$ cat src/rtl/hazard_scoreboard.sv
// rtl/hazard_scoreboard.sv - per-register pending-write scoreboard gating issue on RAW and capacity hazards
module hazard_scoreboard #(
  parameter int REG_CNT        = 32,
  parameter int REG_ADDR_WIDTH = $clog2(REG_CNT),
  parameter int RD_PORTS       = 2,
  parameter int MAX_PER_REG    = 3,
  parameter int MAX_TOTAL      = 4,
  parameter bit ZERO_HARDWIRED = 1'b1,
  parameter bit RETIRE_BYPASS  = 1'b1
) (
  input  logic                                clk,
  input  logic                                rst,
  input  logic                                issue_valid,
  input  logic [RD_PORTS*REG_ADDR_WIDTH-1:0]  issue_rs,
  input  logic [RD_PORTS-1:0]                 issue_rs_used,
  input  logic [REG_ADDR_WIDTH-1:0]           issue_rd,
  input  logic                                issue_rd_we,
  output logic                                issue_ready,
  input  logic                                retire_valid,
  input  logic [REG_ADDR_WIDTH-1:0]           retire_rd,
  input  logic                                flush,
  output logic [REG_CNT-1:0]                  busy_mask,
  output logic [$clog2(MAX_TOTAL+1)-1:0]      inflight,
  output logic [15:0]                         stall_cycles,
  output logic                                retire_err
);

  localparam int CNT_W = $clog2(MAX_PER_REG + 1);
  localparam int TOT_W = $clog2(MAX_TOTAL + 1);

  logic [CNT_W-1:0]          pending [REG_CNT];
  logic [TOT_W-1:0]          total;

  logic                      ret_tracked;
  logic                      ret_hit;
  logic                      ret_miss;
  logic                      rd_tracked;
  logic                      src_hazard;
  logic                      per_reg_full;
  logic                      total_full;
  logic                      issue_fire;
  logic                      stall_evt;
  logic [REG_ADDR_WIDTH-1:0] rs_k;

  function automatic logic is_tracked(input logic [REG_ADDR_WIDTH-1:0] r);
    return !(ZERO_HARDWIRED && (r == '0));
  endfunction

  always_comb begin
    ret_tracked  = retire_valid && is_tracked(retire_rd);
    ret_hit      = ret_tracked && (pending[retire_rd] != '0);
    ret_miss     = ret_tracked && (pending[retire_rd] == '0);
    rd_tracked   = issue_rd_we && is_tracked(issue_rd);

    src_hazard = 1'b0;
    rs_k       = '0;
    for (int k = 0; k < RD_PORTS; k++) begin
      rs_k = issue_rs[k*REG_ADDR_WIDTH +: REG_ADDR_WIDTH];
      if (issue_rs_used[k] && is_tracked(rs_k) && (pending[rs_k] != '0)) begin
        // The last outstanding write to this source is landing right now.
        if (!(RETIRE_BYPASS && retire_valid && (retire_rd == rs_k) &&
              (pending[rs_k] == CNT_W'(1)))) begin
          src_hazard = 1'b1;
        end
      end
    end

    per_reg_full = rd_tracked && (pending[issue_rd] == CNT_W'(MAX_PER_REG));
    // A same-cycle retire frees one slot of total capacity.
    total_full   = rd_tracked && (total == TOT_W'(MAX_TOTAL)) && !ret_hit;

    issue_ready  = !(src_hazard || per_reg_full || total_full || flush);
    issue_fire   = issue_valid && issue_ready && rd_tracked;
    stall_evt    = issue_valid && !issue_ready;
  end

  always_ff @(posedge clk) begin
    if (rst) begin
      for (int r = 0; r < REG_CNT; r++) begin
        pending[r] <= '0;
      end
      total        <= '0;
      stall_cycles <= '0;
      retire_err   <= 1'b0;
    end else begin
      if (stall_evt && (stall_cycles != 16'hFFFF)) begin
        stall_cycles <= stall_cycles + 16'd1;
      end

      if (flush) begin
        for (int r = 0; r < REG_CNT; r++) begin
          pending[r] <= '0;
        end
        total <= '0;
      end else begin
        for (int r = 0; r < REG_CNT; r++) begin
          case ({issue_fire && (issue_rd == REG_ADDR_WIDTH'(r)),
                 ret_hit && (retire_rd == REG_ADDR_WIDTH'(r))})
            2'b10:   pending[r] <= pending[r] + CNT_W'(1);
            2'b01:   pending[r] <= pending[r] - CNT_W'(1);
            default: pending[r] <= pending[r];
          endcase
        end

        case ({issue_fire, ret_hit})
          2'b10:   total <= total + TOT_W'(1);
          2'b01:   total <= total - TOT_W'(1);
          default: total <= total;
        endcase

        if (ret_miss) begin
          retire_err <= 1'b1;
        end
      end
    end
  end

  for (genvar r = 0; r < REG_CNT; r++) begin : g_busy
    assign busy_mask[r] = (pending[r] != '0);
  end

  assign inflight = total;

endmodule

$ cat config.mk
export PLATFORM = sky130hd
export DESIGN_NAME = hazard_scoreboard
export DESIGN_NICKNAME = d
export VERILOG_FILES = /design/src/rtl/hazard_scoreboard.sv
export SDC_FILE = /design/constraint.sdc
export NUM_CORES = 1
export LEC_CHECK = 0
export CORE_ASPECT_RATIO = 1.4
export CORE_UTILIZATION = 59
export DETAILED_ROUTE_END_ITERATION = 8
export GPL_ROUTABILITY_DRIVEN = 0
export PLACE_DENSITY = 0.84
export SYNTH_ARGS = -nofsm -noshare
export SYNTH_HDL_FRONTEND = slang
export SYNTH_SLANG_ARGS = --single-unit
$ cat constraint.sdc
create_clock -name clk -period 4.2 [get_ports clk]
set_input_delay 0.42 -clock clk [delete_from_list [all_inputs] [get_ports clk]]
set_output_delay 0.42 -clock clk [all_outputs]
set_load 0.02 [all_outputs]
==> results.md <==
* Register area share after synthesis at 0.288
* Max Fanout on Critical Path at 22
* Final slew viol count at 0
* Row Count at 50
* Via Count at 7955
* Slew of the pin with the lowest slew margin at 0.938 ns
* Initial Utilization at 0.603
* Int Pwr at 1760 uW
* Synth top area cells: edfxtp_1 (24%), ha_1 (11%), mux4_2 (7.8%)
* Core box area at 13400 um^2
* Flops & latches, synth at 84
* Post-layout minimum cycle time at 3.93 ns
* Post-CTS Setup Repair Bufs at 0
* Vias in the first global route at 7756
* Clock power frac at 0.341
* Sink Count at 84
* Worst hold path startpoint: inflight[2]
* Arrival time worst endpoint at 3.51 ns
* Crit path launch: issue_rs[5]
* Worst hold path class: flip-flop to flip-flop
* Post-Syn Area at 8070 um^2
* RSZ-0062 raised after global routing: false
* P_sw at 817 uW
* Synth cell types at 68
* Period utilisation layout at 0.936
* Worst setup SP type: input pin
* Number of placed I/O pins at 81
* Worst path slowest cell: clkdlybuf4s50_1
* Initial antenna violation count at 0
* Leakage dissipation at 0.00382 uW
* Post-synth top area share at 0.238
* Final Util at 0.721
* Final Hold Violating Endpoints at 0
* Combinational Power Share at 0.260
* Status: complete, no violations
* CTS Hold Bufs at 0
* WL per Instance at 21.2 um
* Reg2reg start: pending[19][0]
* Antenna Nets Post-Route at 0
* Critical path, cell by cell: clkdlybuf4s50_1 -> buf_12 -> buf_4 -> mux4_2 -> mux2i_1 -> nand3_1 -> o311a_1 -> nand4_1 -> nand4_4 -> inv_4 -> buf_4 -> clkdlybuf4s50_1
* Sequential Power Share at 0.399
* Commonest cells in the netlist: nor2_1 (113), inv_1 (78), ha_1 (70)
* CTS tree: yes
* Leading area contributor after synthesis: edfxtp_1
* Syn_area_per_cell at 8.77 um^2
* Pin count of the biggest net entering global routing at 48
* GRT Overall Usage at 0.366
* H-tree Lvls at 3
* Total Wirelength at 25.3 mm
* Detailed Place HPWL at 18.8 mm
* Kind of critical path: input pin to primary output
* Max cap viols at 0
* Die H at 140 um
* Maximum VDD drop at 183 uV
* CTS Buf Count at 9
* Worst-skew pair later-pin latency at 0.35 ns
* Setup Skew at 0.0134 ns
* # setup viols final at 0
* Final Non-Filler Cells at 1194
* I/O Buffers at 80
* Yosys warns at 0
* Slew headroom at 0.375
* Switching part of the total at 0.318
* Clk root buf: clkbuf_16
* Overflow after GRT at 0
* Initial drt markers at 970
* CTS Buffer Depth at 2
* Placed cell areas at 9330 um^2
* Pwr/cell area at 267 nW/um^2
* Cells after Synth at 921
* Post_cts resized at 0
* Full die area at 14200 um^2
* Drt drc at 0
* Critical path's largest stage delay at 0.65 ns
* DR pass1 iterations at 7
* Nets at 1106
* FILL cells at 1031
* Post-synth top flop: edfxtp_1
* Antenna Cells at 0
* Layout cells sized above 1 at 0.145
* Data required, critical path at 3.78 ns
* First-pass GRT wire length at 39.6 mm
* Synthesis-to-layout area growth at 19.6%
* Achievable clock frequency at 0.254 GHz
* Die extent in x at 101 um
* Vias/cell at 6.66
* Endpoint type of the worst setup path: primary output
* Clock-pin transition on the worst setup and hold timing paths at 0.07 ns
* Asr flop ratio synth at 0
* Placed insts at 1178
* Post-synth EDFFs at 64
* Overall Power at 2570 uW
* Final Cell Area at 9650 um^2
* Fin Setup TNS at 0 ns
* Count leader, synth: nor2_1
[cell usage in the layout, fill, tap and decap left out, types with 6 or more instances in the layout]
cell               n
xor2_1            24
clkbuf_16         11
or4_1             14
mux2_2            25
and3_1             7
mux2i_1           36
inv_1             78
clkdlybuf4s50_1   80
nand3_1           55
a21oi_1           15
dfxtp_1           20
nand2_1           56
buf_12             6
nand4_1           18
buf_4             47
a22oi_1           10
ha_1              70
nor4_1            22
nor2_1           112
or2_2             19
o31ai_1           15
nor3_1            43
nand2b_1          10
nor2b_1           14
mux4_2            28
edfxtp_1          64
xnor2_1           16
o21ai_0           25
[power groups by stage]
| stage | clock network, uW | registers (uW) | logic (uW) |
|---|---|---|---|
| 2_1_floorplan | 0 | 1010 | 406 |
| 3_3_place_gp | 0 | 1030 | 635 |
| 3_5_place_dp | 0 | 1040 | 650 |
| 4_1_cts | 882 | 1020 | 655 |
| 5_1_grt | 908 | 1030 | 711 |
| 6_report | 878 | 1030 | 670 |
[worst max-delay path, delay by kind of cell]
kind            cells  cell delay [ns]
buf+inv             6             1.87
mux                 2             0.68
simple gates        3             0.40
compound gates      1             0.14
[sequential cells by signal, summed over array words and instances, names as in the netlist]
name	count
stall_cycles	16
pending	64
retire_err	1
inflight	3
[stage by stage]
step	hold slack, ns	worst slack [ns]
floorplan	0.555	0.342
global placement	0.480	0.145
detailed placement	0.487	0.0219
CTS	0.499	0.302
global route	0.524	0.220
finish	0.498	0.268
[cell type report]
type | count | area, um^2 | area share
inverters | 81 | 307 | 0.0318
well taps | 182 | 228 | 0.0236
multi-input cells | 698 | 5200 | 0.538
clock buffers | 14 | 307 | 0.0318
repair buffers | 133 | 1270 | 0.132
flip-flops and latches | 84 | 2320 | 0.241
clock inverters | 2 | 20.0 | 0.00207
[cell families (layout without fill, tap and decap cells)]
kind of cell               count (synthesis)  count (layout)  share of synthesized area
xor gates and xnor gates                  40              40                     0.0434
and+or+nand+nor                          397             397                      0.249
AOI/OAI and AO/OA                         97              97                     0.0803
muxes                                     89              89                      0.158
other                                      2               4                   0.000930
buffers and inverters                    141             230                     0.0700
DFF                                       84              84                      0.288
adders and majority gates                 71              71                      0.111
[per-layer routing]
metal  share of wire  global-route usage  vias to the layer above
met3            0.11              0.0699                      181
met4           0.080               0.249                        0
li1                -                   -                     3477
met1            0.33               0.420                     3674
met2            0.48               0.611                      623
met5               0                   0                        -
[path summary, 6_finish.rpt]
kind,end,slack [ns],depth (start not counted)
max,issue_ready,0.27,12
min,inflight[2],0.50,2
min reg2reg,inflight[2],0.50,2
max reg2reg,inflight[2],0.32,15
No activity file was read; power rests on OpenSTA's default activity.
==> edit, RTL diff (same flow settings) <==
Put one more register stage on the output `retire_err`, with the module's reset. The value now appears one clock later. The other outputs are not delayed to match.
--- a/src/rtl/hazard_scoreboard.sv
+++ b/src/rtl/hazard_scoreboard.sv
@@ -27,6 +27,8 @@
 
   localparam int CNT_W = $clog2(MAX_PER_REG + 1);
   localparam int TOT_W = $clog2(MAX_TOTAL + 1);
+
+  logic retire_err_s0;
 
   logic [CNT_W-1:0]          pending [REG_CNT];
   logic [TOT_W-1:0]          total;
@@ -81,7 +83,7 @@
       end
       total        <= '0;
       stall_cycles <= '0;
-      retire_err   <= 1'b0;
+      retire_err_s0 <= 1'b0;
     end else begin
       if (stall_evt && (stall_cycles != 16'hFFFF)) begin
         stall_cycles <= stall_cycles + 16'd1;
@@ -109,7 +111,7 @@
         endcase
 
         if (ret_miss) begin
-          retire_err <= 1'b1;
+          retire_err_s0 <= 1'b1;
         end
       end
     end
@@ -121,5 +123,13 @@
 
   assign inflight = total;
 
+  always_ff @(posedge clk) begin
+    if (rst) begin
+      retire_err <= '0;
+    end else begin
+      retire_err <= retire_err_s0;
+    end
+  end
+
 endmodule
 
Behaviour: not the same (Yosys sat finds a counterexample within 4 cycles, from zero or initial values and one cycle with rst high).
==> edit against the unedited design <==
Fmax decreased by 3.9%; first-iteration DRC count down 0.10%; combinational power shrank 3.9%; clock skew is 0.0035 ns lower; setup slack lost 0.16 ns; critical endpoint is now pending[1][1]$_SDFFCE_PN0P_; total power up 1.3%; wire length down 0.38%; final area increased by 0.62%; area after synthesis fell by 0.79%; clock power is 5.6% higher; sequential cell count increased by 1.
==> edit: results (changes against the unedited design) <==
Parameter                              Value

GRT
  Pin count of the biggest net entering global routing ... 38 (-21%)
  Met1 GRT Util ... 41.4% (-0.60 points)
  Met3 track demand over resource ... 8.34% (+1.4 points)
  Met2 demand-to-capacity share in global routing ... 63.7% (+2.6 points)
  Vias in the first global route ... 7958 (+2.6%)

Placement
  Sum of net half-perimeters after detailed placement ... 18600 microns (-0.78%)

Synth
  Average size of a mapped cell ... 8.89 sq um (+1.4%)
  Synth top cells by count ... 120 x sky130_fd_sc_hd__nor2_1, 74 x sky130_fd_sc_hd__inv_1, 73 x sky130_fd_sc_hd__nand2_1
  Post-synthesis sequential area ratio ... 29.2% (+0.48 points)
  Adder and majority cell fraction of the synthesized area ... 11.2% (+0.088 points)
  Xor-xnor portion of the synthesized cell area ... 4.37% (+0.035 points)
  Complex-gate fraction of the synthesized area ... 9.72% (+1.7 points)

Outcome
  Outcome ... finished, final reports clean

Drt
  Wire length on met2 ... 12200 microns (+1.2%)
  Met3 wire length ... 2410 microns (-12%)
  Sum of routed wire segments on met1 ... 8370 microns (-1.1%)
  Drt initial violations ... 969 (-0.10%)
  Routed via count ... 7748 (-2.6%)
  Final routed wire length divided by cell count ... 21.3 microns (+0.37%)

Min path
  Min-Delay Startpoint ... retire_err_s0$_SDFFE_PP0P_
  Hold Path Cell Cnt ... 1 (-1)

Cells and area
  NumNets Final ... 1097 (-0.81%)
  Filler instances ... 961 (-6.8%)

Critical path
  Critical path capture point ... pending[1][1]$_SDFFCE_PN0P_
  Setup slack on the worst flop-to-flop path ... 0.21 ns (-0.11 ns)
  R2R Path Start ... pending[23][1]$_SDFFCE_PP0P_
  Delay contributed by the slowest stage of the critical path ... 0.69 ns (+0.04 ns)
  Data arrival, critical path ... 4.13 ns (+0.62 ns)

Timing
  Period utilisation layout ... 97.5% (+3.8 points)

Power and ir drop
  Leakage power ... 0.00380 uW (-0.68%)
==> edit: cell types whose count changed after synthesis, sizes merged, moves of 13 or more <==
| cell | delta |
|---|---|
| nand2 | +17 |
| nand3 | -23 |
| nor4 | -15 |
| mux2i | -19 |
| nand4 | -13 |
| or2 | +15 |
==> edit: through the flow <==
stage	instance area, sq um	utilization (%)
after floorplan	8020	-
after global placement	9350	70.1
after detailed placement	9350	70.1
after CTS	9680	72.6
after global routing	9710	72.9
final	9710	72.9
==> edit: final cells by class <==
cell class / instances / area share [%]
timing repair buffer: 139 / 13.9
clock buffer: 11 / 2.40
tap: 182 / 2.34
clock inverter: 5 / 1.02
inverter: 74 / 2.86
multi-input combinational: 689 / 53.4
sequential: 85 / 24.1
==> edit: report_power, final <==
part	switching, uW	internal [uW]	leakage [uW]	total (uW)
clock network	347	579	0.000161	927
registers	82.9	953	0.000879	1040
logic	343	301	0.00276	644
total	773	1830	0.00380	2610
